## src/rtl/v_lane_sequencer.sv

```systemverilog
// Lane sequencer for the vector register file: steps one accepted operation through
// read beats, replays them as writes after latency_p cycles, then pulses done_o.
// Optional stall input enabled by defining V_SEQ_STALL_EN.
module v_lane_sequencer #(
  parameter int unsigned vlen_p    = 8,
  parameter int unsigned lanes_p   = 4,
  parameter int unsigned latency_p = 1,
  localparam int unsigned addr_width_lp  = (vlen_p > 1) ? $clog2(vlen_p) : 1,
  localparam int unsigned vl_width_lp    = $clog2(vlen_p + 1),
  localparam int unsigned beat_width_lp  = ((vlen_p / lanes_p) > 1) ? $clog2(vlen_p / lanes_p) : 1,
  localparam int unsigned drain_width_lp = (latency_p > 1) ? $clog2(latency_p) : 1
) (
  input  logic                                    clk_i,
  input  logic                                    reset_i,
`ifdef V_SEQ_STALL_EN
  input  logic                                    stall_i,
`endif
  input  logic                                    v_i,
  input  logic [vl_width_lp-1:0]                  vl_i,
  output logic                                    ready_o,
  output logic [lanes_p-1:0][addr_width_lp-1:0]   r_addr_o,
  output logic [lanes_p-1:0]                      r_en_o,
  output logic [lanes_p-1:0][addr_width_lp-1:0]   w_addr_o,
  output logic [lanes_p-1:0]                      w_en_o,
  output logic                                    busy_o,
  output logic                                    done_o
);

  typedef enum logic [1:0] {IDLE, READ, DRAIN, DONE} state_e;

  state_e                                 state_q;
  logic [vl_width_lp-1:0]                 vl_q;
  logic [beat_width_lp-1:0]               k_q;
  logic [drain_width_lp-1:0]              drain_q;
  logic [lanes_p-1:0][addr_width_lp-1:0]  r_addr_q;
  logic [lanes_p-1:0]                     r_en_q;
  logic [lanes_p-1:0][addr_width_lp-1:0]  w_addr_pipe_q [latency_p];
  logic [lanes_p-1:0]                     w_en_pipe_q   [latency_p];
  logic                                   ready_q, busy_q, done_q;

  logic                                   stall;
  logic [vl_width_lp-1:0]                 vl_clamp, next_base, beat_base, beat_vl;
  logic [lanes_p-1:0][vl_width_lp-1:0]    elem;
  logic [lanes_p-1:0][addr_width_lp-1:0]  beat_addr;
  logic [lanes_p-1:0]                     beat_en;

`ifdef V_SEQ_STALL_EN
  assign stall = stall_i & busy_q;
`else
  assign stall = 1'b0;
`endif

  assign vl_clamp  = (vl_i > vl_width_lp'(vlen_p)) ? vl_width_lp'(vlen_p) : vl_i;
  assign next_base = vl_width_lp'((32'(k_q) + 32'd1) * lanes_p);

  // Next read beat: beat 0 of the incoming op when idle, else the one after k_q.
  always_comb begin
    beat_base = (state_q == IDLE) ? '0 : next_base;
    beat_vl   = (state_q == IDLE) ? vl_clamp : vl_q;
    elem      = '0;
    beat_en   = '0;
    beat_addr = '0;
    for (int i = 0; i < lanes_p; i++) begin
      elem[i]      = beat_base + vl_width_lp'(i);
      beat_en[i]   = (elem[i] < beat_vl);
      beat_addr[i] = beat_en[i] ? addr_width_lp'(elem[i]) : '0;
    end
  end

  always_ff @(posedge clk_i or posedge reset_i) begin
    if (reset_i) begin
      state_q  <= IDLE;
      vl_q     <= '0;
      k_q      <= '0;
      drain_q  <= '0;
      r_addr_q <= '0;
      r_en_q   <= '0;
      for (int j = 0; j < latency_p; j++) begin
        w_addr_pipe_q[j] <= '0;
        w_en_pipe_q[j]   <= '0;
      end
      ready_q  <= 1'b1;
      busy_q   <= 1'b0;
      done_q   <= 1'b0;
    end else if (!stall) begin
      w_addr_pipe_q[0] <= r_addr_q;
      w_en_pipe_q[0]   <= r_en_q;
      for (int j = 1; j < latency_p; j++) begin
        w_addr_pipe_q[j] <= w_addr_pipe_q[j-1];
        w_en_pipe_q[j]   <= w_en_pipe_q[j-1];
      end
      r_addr_q <= '0;
      r_en_q   <= '0;
      done_q   <= 1'b0;
      case (state_q)
        IDLE: begin
          if (v_i) begin
            vl_q    <= vl_clamp;
            k_q     <= '0;
            ready_q <= 1'b0;
            busy_q  <= 1'b1;
            if (vl_clamp == '0) begin
              state_q <= DONE;
              done_q  <= 1'b1;
            end else begin
              state_q  <= READ;
              r_addr_q <= beat_addr;
              r_en_q   <= beat_en;
            end
          end
        end
        READ: begin
          if (next_base >= vl_q) begin
            state_q <= DRAIN;
            drain_q <= '0;
          end else begin
            k_q      <= k_q + beat_width_lp'(1);
            r_addr_q <= beat_addr;
            r_en_q   <= beat_en;
          end
        end
        DRAIN: begin
          // Last write beat leaves the pipeline latency_p cycles after the last read.
          if (drain_q == drain_width_lp'(latency_p - 1)) begin
            state_q <= DONE;
            done_q  <= 1'b1;
          end else begin
            drain_q <= drain_q + drain_width_lp'(1);
          end
        end
        DONE: begin
          state_q <= IDLE;
          ready_q <= 1'b1;
          busy_q  <= 1'b0;
        end
        default: state_q <= IDLE;
      endcase
    end
  end

  assign ready_o  = ready_q;
  assign busy_o   = busy_q;
  assign done_o   = done_q & ~stall;
  assign r_addr_o = r_addr_q;
  assign r_en_o   = r_en_q & {lanes_p{~stall}};
  assign w_addr_o = w_addr_pipe_q[latency_p-1];
  assign w_en_o   = w_en_pipe_q[latency_p-1] & {lanes_p{~stall}};

endmodule

```

## config.mk

```make
export PLATFORM = sky130hd
export DESIGN_NAME = v_lane_sequencer
export DESIGN_NICKNAME = d
export VERILOG_FILES = /design/src/rtl/v_lane_sequencer.sv
export SDC_FILE = /design/constraint.sdc
export NUM_CORES = 1
export LEC_CHECK = 0
export CAP_MARGIN = 20
export CORE_ASPECT_RATIO = 1.5
export CORE_UTILIZATION = 45
export CTS_CLUSTER_SIZE = 16
export DETAILED_ROUTE_END_ITERATION = 8
export MAX_ROUTING_LAYER = met4
export PLACE_DENSITY = 0.76
export REMOVE_ABC_BUFFERS = 1
export SKIP_CTS_REPAIR_TIMING = 1
export SLEW_MARGIN = 20
export SYNTH_ARGS = -nofsm -noshare
export SYNTH_HDL_FRONTEND = slang
export SYNTH_SLANG_ARGS = --single-unit
```

## constraint.sdc

```tcl
create_clock -name clk_i -period 3.25 [get_ports clk_i]
set_clock_uncertainty 0.05 [all_clocks]
set_input_delay 0.8125 -clock clk_i [delete_from_list [all_inputs] [get_ports clk_i]]
set_output_delay 0.8125 -clock clk_i [all_outputs]
set_load 0.01 [all_outputs]
```

### After elaboration in Yosys (flattened, before gate mapping)

Cells that the tools add are included.
Widths: inputs -> output; s select.

| word-level totals | value |
|---|---|
| register bits | 43 |
| latch bits | 0 |
| RAM bits | 0 |
| bits in read-only memories | 0 |
| input bits | 7 |
| output and inout port bits | 35 |
| word-level logic and storage cells | 79 |
| memories kept | 0 |

| cells by class | value |
|---|---|
| $add $sub $neg | 6 |
| multipliers | 0 |
| divide/modulo/power cells | 0 |
| magnitude comparators | 6 |
| eq/ne operators | 7 |
| shift operators | 0 |
| muxes and demuxes | 33 |
| bitwise logic cells | 0 |
| reduce and logical (&&, ||, !) cells | 10 |

Operators by type and width:

| kind | number |
|---|---|
| $mux 12 | 3 |
| $mux 4 | 6 |
| $pmux 12 s2 | 1 |
| $lt 4x4->1 | 4 |
| $mux 3 | 4 |
| $pmux 1 s2 | 5 |
| $add 4x2->4 const B | 2 |
| $mux 1 | 8 |
| $mux 2 | 4 |
| $ne 2x2->1 const B | 4 |
| $pmux 2 s4 | 1 |
| $pmux 4 s2 | 1 |
| $reduce_and 2->1 | 3 |
| $reduce_and 3->1 | 2 |
| $reduce_bool 2->1 | 3 |
| $add 4x1->4 const B | 1 |
| $eq 2x2->1 const B | 2 |
| $ge 4x4->1 | 1 |
| $gt 4x4->1 const B | 1 |
| $logic_not 4->1 | 1 |
| $add 1x1->1 const B | 2 |
| $add 1x1->2 const B | 1 |
| $eq 2x1->1 const B | 1 |
| $logic_not 2->1 | 1 |

### Depth between registers and ports, before layout

| logic depth | value |
|---|---|
| depth after elaboration | 8 |
| gate-level depth with buffers | 12 |
| gate-level depth less buffers | 10 |

### Least setup slack after synthesis

Ideal clock, no wire load.

| timing | value |
|---|---|
| kind | input port to flip-flop |
| start point | in vl_i[3] |
| end point | reg r_addr_q, in the netlist r_addr_o[8] |
| setup time | 0.122 ns |
| arrival time | 2.107 ns |
| data required time | 3.078 ns |
| path slack | 0.971 ns |
| stages on the path | 9 |
| buffers on the path | 0 |
| path through | and2b_2 > nand2_1 > o21ai_0 > inv_1 > ha_1 > and2_1 > o211ai_2 > nand2_2 > a2111oi_1 |

| between the ends | value |
|---|---|
| longest elaborated chain between the ends | 8 |
| elaborated cells on any way between the ends | 10 |
| classes of those cells | order compare: 2; mux: 7; reduce/logical: 1 |

Ends and longest elaborated chain:

| item | RTL line | text |
|---|---|---|
| start, declared | 19 | `input logic [vl_width_lp-1:0] vl_i,` |
| $gt 4x4->1 | 53 | `assign vl_clamp = (vl_i > vl_width_lp'(vlen_p)) ? vl_width_lp'(vlen_p) : vl_i;` |
| $mux 4 * | 53 |  |
| $mux 4 | 59 | `beat_vl = (state_q == IDLE) ? vl_clamp : vl_q;` |
| $lt 4x4->1 | 65 | `beat_en[i] = (elem[i] < beat_vl);` |
| $mux 3 | 66 | `beat_addr[i] = beat_en[i] ? addr_width_lp'(elem[i]) : '0;` |
| $mux 12 | 102 | `if (vl_clamp == '0) begin` |
| $mux 12 | 97 | `if (v_i) begin` |
| $pmux 12 s2 * | 95 | `case (state_q)` |
| end signal, assigned | 107 | `r_addr_q <= beat_addr;` |
| end signal, assigned | 118 | `r_addr_q <= beat_addr;` |
| end, declared | 35 | `logic [lanes_p-1:0][addr_width_lp-1:0] r_addr_q;` |

Every way passes the cells marked *; elsewhere a longest branch is shown, timed or not.
A chain may end at the register's enable or synchronous reset.

### Worst setup path in the final report

Ends and elaborated chain as after synthesis.

==> run_results.csv <==
group,metric,value,unit
worst_setup_path,path_cells,"clkdlybuf4s50_1, and2b_2, nand2_1, o21ai_0, inv_1, ha_1, and2_1, o211ai_2, nand2_2, a2111oi_1",
cts,cts.sinks,26,
yosys,synth_xor_area_share,0.661,%
floorplanning,core,2730,um2
routing,post-route-drc-count,0,
yosys,synth_area_leader_cell,"dfrtp_1",
cts,cts_max_level,1,
yosys,synth_compound_area_share,11.4,%
cts,root_buffer,"clkbuf_8",
sta,maxSlewViolCount,0,
yosys,synthSimpleGateAreaFrac,12.2,%
yosys,synth_fa_ha_area_share,8.50,%
floorplanning,start_util,48.5,%
sta,setup_tns,0,ns
sta,rsz0062_at_grt,"no",
floorplanning,die_x,46.3,um
placed_design,io_buffers,33,
yosys,syn_inst,122,
cts,clk_latency,0.27,ns
cts,cts_max_path_buffers,2,
cts,numCtsBuffers,3,
floorplanning,die-height,68.5,um
worst_hold_path,hold_start,"r_addr_o[2]$_DFF_PP0_",
worst_setup_path,rrSetupSlack,0.64,ns
worst_setup_path,reg2reg_from,"state_q[0]$_DFFE_PP0P_",
cts,clkTransAtPathRegs,0.08,ns
cells_and_area,nNetsFinal,166,
cts,cts_tree,"built",
floorplanning,rows,23,
worst_setup_path,r2r_cells,8,
sta,period_minus_slack,2.72,ns
worst_setup_path,max_stage_delay,0.54,ns
worst_setup_path,slowest_stage,"clkdlybuf4s50_1",
yosys,synth_top_family_by_area,"buffers and inverters",
placed_design,gp_congestion,0.852,
pwr,power.share.sequential,32.6,%
run_status,status,"finished, final reports clean",
pwr,intPower,0.000993,W
sta,slew_headroom,56.6,%
worst_setup_path,cp.required,3.35,ns
worst_setup_path,worst_r2r_endpoint,"r_addr_o[8]$_DFF_PP0_",
worst_hold_path,holdPathStages,0,
worst_hold_path,hp-class,"flop to flop",
yosys,synth_most_common_cell,"dfrtp_1",
pwr,switching_share,38.9,%
placed_design,dp_hpwl,1850,um
global_routing,grt_use_total,16.8,%
yosys,syn_area,1330,um2
pwr,max-vdd-ir-drop,0.000451,V
cells_and_area,antenna_cells,0,
worst_setup_path,cp-end-kind,"flop",
yosys,yosys_most_used_dff,"dfrtp_1",
yosys,synth_commonest_cells,"dfrtp_1, buf_4, ha_1, inv_1, nor2_1",
yosys,synth_cell_types,35,
worst_setup_path,critPathMaxFanout,6,
worst_setup_path,cp-start-kind,"primary input",
global_routing,grt_max_degree,27,
routing,via_per_inst,4.94,
global_routing,first_global_vias,878,
worst_setup_path,worstPathArrival,2.82,ns
cells_and_area,final_cell_area,1660,um2
routing,finalWirelength,2280,um
cells_and_area,multi_input_area,529,um2
routing,routedWlPerCell,12.3,um
yosys,synth_mux_area_share,4.91,%
routing,vias,919,
cells_and_area,seqCellArea,652,um2
sta,maxClockFrequency,368,MHz
yosys,ys_warn_count,0,
worst_setup_path,crit_start,"vl_i[3]",
sta,worst_pin_slew,0.651,ns
pwr,p_switching,0.000633,W
yosys,synth_top_area_share,47.2,%
yosys,synth.ff_latch_count,26,
global_routing,grt_first_pass_wirelength,3640,um
cells_and_area,syn_to_final_growth,25.1,%
floorplanning,die_area,3170,um2
yosys,async_reset_ff_share,100,%
global_routing,grt-ovfl-total,0,
floorplanning,io_pins,42,
pwr,power,0.00163,W
routing,dr.pass1.iters,4,
worst_hold_path,min_to,"w_addr_o[2]$_DFF_PP0_",
cells_and_area,final_core_util,60.6,%
cells_and_area,drive_above_1_share,12.1,%
pwr,cellPowerDensity,981,nW/um2
global_routing,antenna_found_initial,0,
yosys,synth_edf_count,0,
sta,finalSetupViolCount,0,
routing,antenna_left,0,
pwr,clkPwrFrac,12.7,%
sta,period_share,83.6,%
routing,drt_iter0_drc,16,
cells_and_area,n_fill_cell,237,
yosys,synth-seq-area-share,49.2,%
pwr,pwr-share-comb,54.7,%
placed_design,place_area,1600,um2
flow_run,drv_cap,0,
worst_setup_path,critical_path_class,"primary input to flop",
yosys,synthTopCellsByArea,"dfrtp_1, buf_4, ha_1",
yosys,syn_area_per_cell,10.9,um2
sta,finalHoldViolCount,0,
pwr,p_leak,0.759,nW
-- state kept, by name (all words and copies together), names as in the netlist --
name / count
r_addr_o: 5
w_addr_o: 5
vl_q: 4
r_en_o: 3
w_en_o: 3
state_q: 2
busy_o: 1
done_o: 1
k_q: 1
ready_o: 1
-- worst max-delay path: cells and delay by family --
kind / cells / cell delay [ns]
simple gates: 4 / 0.56
fa+ha+maj: 1 / 0.22
buf+inv: 2 / 0.63
compound gates: 3 / 0.58
-- final cells by class --
class                           instances  area share, %
Clock buffer                            4           3.32
Inverter                               10           2.26
Multi-Input combinational cell         75           31.9
Sequential cell                        26           39.3
Tap cell                               37           2.79
Timing Repair Buffer                   34           20.4
-- power groups by stage --
stage / sequential, W / clock (W) / combinational, W
after floorplan: 0.000578 / 0 / 0.000516
after global placement: 0.000530 / 0 / 0.000860
after detailed placement: 0.000539 / 0 / 0.000902
after CTS: 0.000532 / 0.000214 / 0.000901
after global routing: 0.000548 / 0.000221 / 0.00100
final: 0.000530 / 0.000206 / 0.000890
-- kinds of logic (layout without fill, tap and decap cells) --
logic type	after synthesis	count (layout)
simple gates	31	31
buf+inv	28	48
flops	26	26
compound gates	20	20
fa+ha+maj	9	9
mux	6	6
other cells	1	8
xor+xnor	1	1
-- worst max path at each step --
stage | endpoint | slack (ns) | cells after the start
2_1_floorplan | r_addr_o[8]$_DFF_PP0_ | 0.95 | 9
3_3_place_gp | r_addr_o[8]$_DFF_PP0_ | 0.34 | 10
3_5_place_dp | r_addr_o[8]$_DFF_PP0_ | 0.23 | 10
4_1_cts | r_addr_o[8]$_DFF_PP0_ | 0.53 | 10
5_1_grt | r_addr_o[8]$_DFF_PP0_ | 0.39 | 10
6_report | r_addr_o[8]$_DFF_PP0_ | 0.53 | 10
-- per-stage QoR --
| stage | hold slack, ns | setup slack [ns] | std cells |
|---|---|---|---|
| global placement | 0.310 | 0.343 | 182 |
| global route | 0.345 | 0.387 | 186 |
| finish | 0.330 | 0.533 | 186 |
| floorplan | 0.366 | 0.950 | 111 |
| CTS | 0.333 | 0.527 | 186 |
| detailed placement | 0.313 | 0.233 | 182 |
-- placed cells by master, fill, tap and decap left out, types with 2 or more instances in the layout --
cell,n
conb_1,8
clkdlybuf4s50_1,33
nand2b_1,2
mux2i_1,2
o21ai_0,7
nand2_1,6
nor2_1,8
nor3_1,3
mux2_2,4
clkbuf_8,4
ha_1,9
dfrtp_1,25
inv_1,9
nor2b_1,5
a21oi_1,3
-- per-layer routing --
metal | track usage (%) | share of wire, %
met1 | 16.8 | 37
met2 | 29.9 | 56
met3 | 2.37 | 4.6
met4 | 9.56 | 2.1
met5 | - | 0
Note: power is estimated with default switching activity, not from simulation.
==> patch 1: new RTL, config.mk and constraints unchanged <==
Build with the macro `V_SEQ_STALL_EN` defined.
--- a/src/rtl/v_lane_sequencer.sv
+++ b/src/rtl/v_lane_sequencer.sv
@@ -3,2 +3,4 @@
 // Optional stall input enabled by defining V_SEQ_STALL_EN.
+`define V_SEQ_STALL_EN
+
 module v_lane_sequencer #(
Ports: changed (added stall_i); port bits go from 42 to 43. No check against the original RTL was run, so the function may have changed too.
==> patch 1 against the original RTL <==
Wire length grew 30%. Die area up 15%. Setup slack got worse by 350 ps. Global-route usage up 2.0 points. Sequential cell count stayed put. Synthesized area increased by 15%. Cell area increased by 15%. Combinational power increased by 15%. Register-to-register slack better by 190 ps. Count of clock-buffer cells in the layout fell by 1. Total power is 13% higher. Critical path depth shrank 6. Critical path type is now in -> out. Critical endpoint is now r_en_o[2].
==> patch 1: results (changes against the original RTL) <==
Leakage=0.893 nW (+18%); Post-DP Area=1830 um2 (+14%); WL met1=1.18 mm (+39%); Post-Place Setup Slack=52.1 ps (-181 ps); via count=1157 (+26%); ranking of synthesized cells by area=dfrtp_1, buf_4, ha_1; worst vdd ir=514 uV (+14%); Synth cell types=35 (unchanged); dpl hpwl=2.39 mm (+29%); met2 WL=1.62 mm (+27%); initial antenna violation count=0 (unchanged); register area share after synthesis=0.426 (-0.0656); arrival time at the worst endpoint=2210 ps (-610 ps); RePlAce Congestion=0.899 (+5.6%); maximum fanout along the worst path=13 (+7); period utilization=0.944 (+0.108); PortBufs=34 (+3.0%); clk root buf=clkbuf_8; share of layout cells above drive strength 1=0.0934 (-0.0274); DRT Wirelength=2.96 mm (+30%); status=completed; hold slack=421 ps (+90.6 ps); clock slew at reported path FFs=80 ps (about the same); list of most frequent post-synthesis cells=dfrtp_1, nand2_1, buf_4; R2R Setup Slk=830 ps (+190 ps); Final nets=200 (+20%); Top Layer Used=met4; met3 WL post-DR=84 um (-20%); first-pass GRT wire length=5.11 mm (+40%); vias in the first global route=1124 (+28%); Ant. Diodes=0 (unchanged); total global routing track utilization=0.188 (+0.0199); Worst Tran Pin Value=503 ps (-147 ps); clock buffer count from CTS=3 (unchanged); sw power=0.720 mW (+14%); H-tree depth=1 (unchanged); fill count=284 (+20%); total negative setup slack=0 ps (unchanged)
## patch 1: cell types whose count changed in the layout (fill, tap and decap cells not counted), moves of 3 or more
cell / unedited run / this run
a21o_1: 0 / 4
a21oi_1: 3 / 6
a22o_1: 0 / 3
a32o_1: 0 / 3
and2_1: 1 / 12
nand2_1: 6 / 20
nor2b_1: 5 / 2
## patch 1: worst paths after layout
| check | from | end | depth (start not counted) |
|---|---|---|---|
| hold reg to reg | w_addr_o[11] | w_addr_o[11] | 2 |
| setup reg to reg | state_q[0] | r_addr_o[2] | 6 |
| setup / recovery | stall_i | r_en_o[2] | 4 |
| max in group asynchronous | reset_i | ready_o | 3 |
| hold / removal | w_addr_o[11] | w_addr_o[11] | 2 |
| min in group asynchronous | reset_i | done_q | 3 |
## patch 1: cell families after synthesis
logic type / Yosys count / share of synthesized area
flip-flops: 26 / 0.426
other: 1 / 0.00245
AND/OR/NAND/NOR: 51 / 0.171
multiplexers: 7 / 0.0491
adder cells (fa/ha/maj): 9 / 0.0737
AO/OA/AOI/OAI: 31 / 0.166
buffers and inverters: 29 / 0.111
## patch 1: per-layer routing
layer	vias to the layer above	GRT usage
li1	562	-
met1	554	0.197
met2	34	0.354
met5	-	-
met4	0	0.0857
met3	7	0.0124
## patch 1: cell type report
type | instances | area (um2) | area share
multi-input cells | 106 | 736 | 0.386
flip-flops and latches | 26 | 652 | 0.342
repair buffers | 37 | 363 | 0.190
well taps | 40 | 50.0 | 0.0263
clock buffers | 3 | 41.3 | 0.0217
inverters | 9 | 33.8 | 0.0177
clock inverters | 1 | 30.0 | 0.0158
## patch 1: per-stage QoR
stage / total power [mW] / utilization / cells
6_report: 1.85 / 0.597 / 222
5_1_grt: 2.00 / 0.597 / 222
4_1_cts: 1.86 / 0.596 / 222
3_5_place_dp: 1.59 / 0.574 / 218
3_3_place_gp: 1.53 / 0.574 / 218
2_1_floorplan: 1.19 / - / 141
## patch 1: power groups by stage
stage	Clock [mW]	Sequential, mW	Combinational (mW)
after global routing	0.286	0.581	1.13
after global placement	0	0.557	0.974
final	0.266	0.561	1.02
after detailed placement	0	0.568	1.02
after floorplan	0	0.591	0.603
after CTS	0.276	0.561	1.03
## patch 1: worst max-delay path, stage by stage
cell	delay [ps]
clkdlybuf4s50_1	450
nand2_2	210
and2_1	190
clkdlybuf4s50_1	550
==> patch 2: new RTL, config.mk and constraints unchanged <==
Made on the original files. Reset style: synchronous (`reset_i`), changed in one clocked block.
--- a/src/rtl/v_lane_sequencer.sv
+++ b/src/rtl/v_lane_sequencer.sv
@@ -69,3 +69,3 @@
 
-  always_ff @(posedge clk_i or posedge reset_i) begin
+  always_ff @(posedge clk_i) begin
     if (reset_i) begin
Function: differs if reset_i is asserted again (counterexample within 4 cycles, from zero or initial values and one cycle with reset_i high); with reset_i held inactive, the same outputs for 10 cycles.
==> patch 2 against the original RTL <==
Cell area down 6.5%. Setup slack better by 290 ps. Synthesized cell count up 11%. Fmax up 12%. Sequential cell count unchanged. Sequential share of layout area down 5.7 points. Utilization up 0.57 points. Non-clock buffer count unchanged. Synthesized area down 6.6%. Wire length down 5.3%. Die area down 6.4%. Combinational power down 39%. Total power down 31%. Critical path type unchanged.
==> patch 2: results (changes against the original RTL) <==
status=completed; clock slew at reported path FFs=130 ps (+50 ps); list of most frequent post-synthesis cells=dfxtp_1, buf_4, nor2_1; register area share after synthesis=0.421 (-0.0713); ranking of synthesized cells by area=dfxtp_1, buf_4, ha_1; max incr delay on CP=520 ps (-20 ps); first-pass GRT wire length=3.67 mm (+0.74%); compound-gate portion of the synthesized area=0.103 (-0.0111); clock group share of total power=0.139 (+0.012); R2R Setup Slk=970 ps (+330 ps); WL met1=834 um (-2.2%); fill count=236 (-0.42%); GR met2 Demand/Resource=0.324 (+0.0249); post-synthesis mux area share=0.0415 (-0.00765); worst hold start=r_addr_o[11]; Synth async-reset ratio=0 (-1.00); Synth cell types=34 (-2.9%); arrival time at the worst endpoint=2580 ps (-240 ps); FF-to-FF End=r_en_o[0]; Final nets=179 (+7.8%); DRT Wirelength=2.16 mm (-5.3%); GRT met3 Usage=0.0328 (+0.00904); worst vdd ir=351 uV (-22%); met1 GRT Util=0.158 (-0.00963); fin crit period=2420 ps (-292 ps); dpl hpwl=1.71 mm (-7.8%); Post-DP Area=1510 um2 (-5.5%); non-filler instance count after layout=198 (+6.5%); WHS Path Cells=1 (+1); met3 WL post-DR=136 um (+30%); Leakage=0.632 nW (-17%); Post-Place Setup Slack=542 ps (+309 ps); Sw Share=0.380 (-0.00992); RePlAce Congestion=0.843 (-1.0%); share of layout cells above drive strength 1=0.0679 (-0.0529); via count=942 (+2.5%); Adder-Cell Fraction of Synth Area=0.0910 (+0.00602); worst r2r src=state_q[1]; clk root buf=clkbuf_4; relative slew slack=0.518 (-0.0481)
==> patch 2: changes by cell type after synthesis, sizes merged, moves of 2 or more <==
cell	change
dfxtp	+26
dfrtp	-25
nor2	+7
nor2b	+7
o21ai	-5
a21oi	+4
mux2	-3
clkbuf	+2
mux2i	+2
nand2	+2
==> patch 2: kinds of logic after synthesis <==
kind of cell / count (synthesis)
adder cells (fa/ha/maj): 9
AO/OA/AOI/OAI: 19
other: 1
multiplexers: 5
AND/OR/NAND/NOR: 48
flip-flops: 26
buffers and inverters: 28
==> patch 2: cell type report <==
| type | instances | area share |
|---|---|---|
| multi-input combinational | 89 | 0.372 |
| timing repair buffer | 34 | 0.218 |
| inverter | 9 | 0.0218 |
| sequential | 26 | 0.336 |
| tap | 36 | 0.0291 |
| clock buffer | 4 | 0.0234 |
==> patch 2: stage by stage <==
stage / hold WS (ps) / utilization
floorplan: 393 / -
global placement: 401 / 0.598
detailed placement: 405 / 0.598
CTS: 426 / 0.612
global route: 435 / 0.612
finish: 423 / 0.612
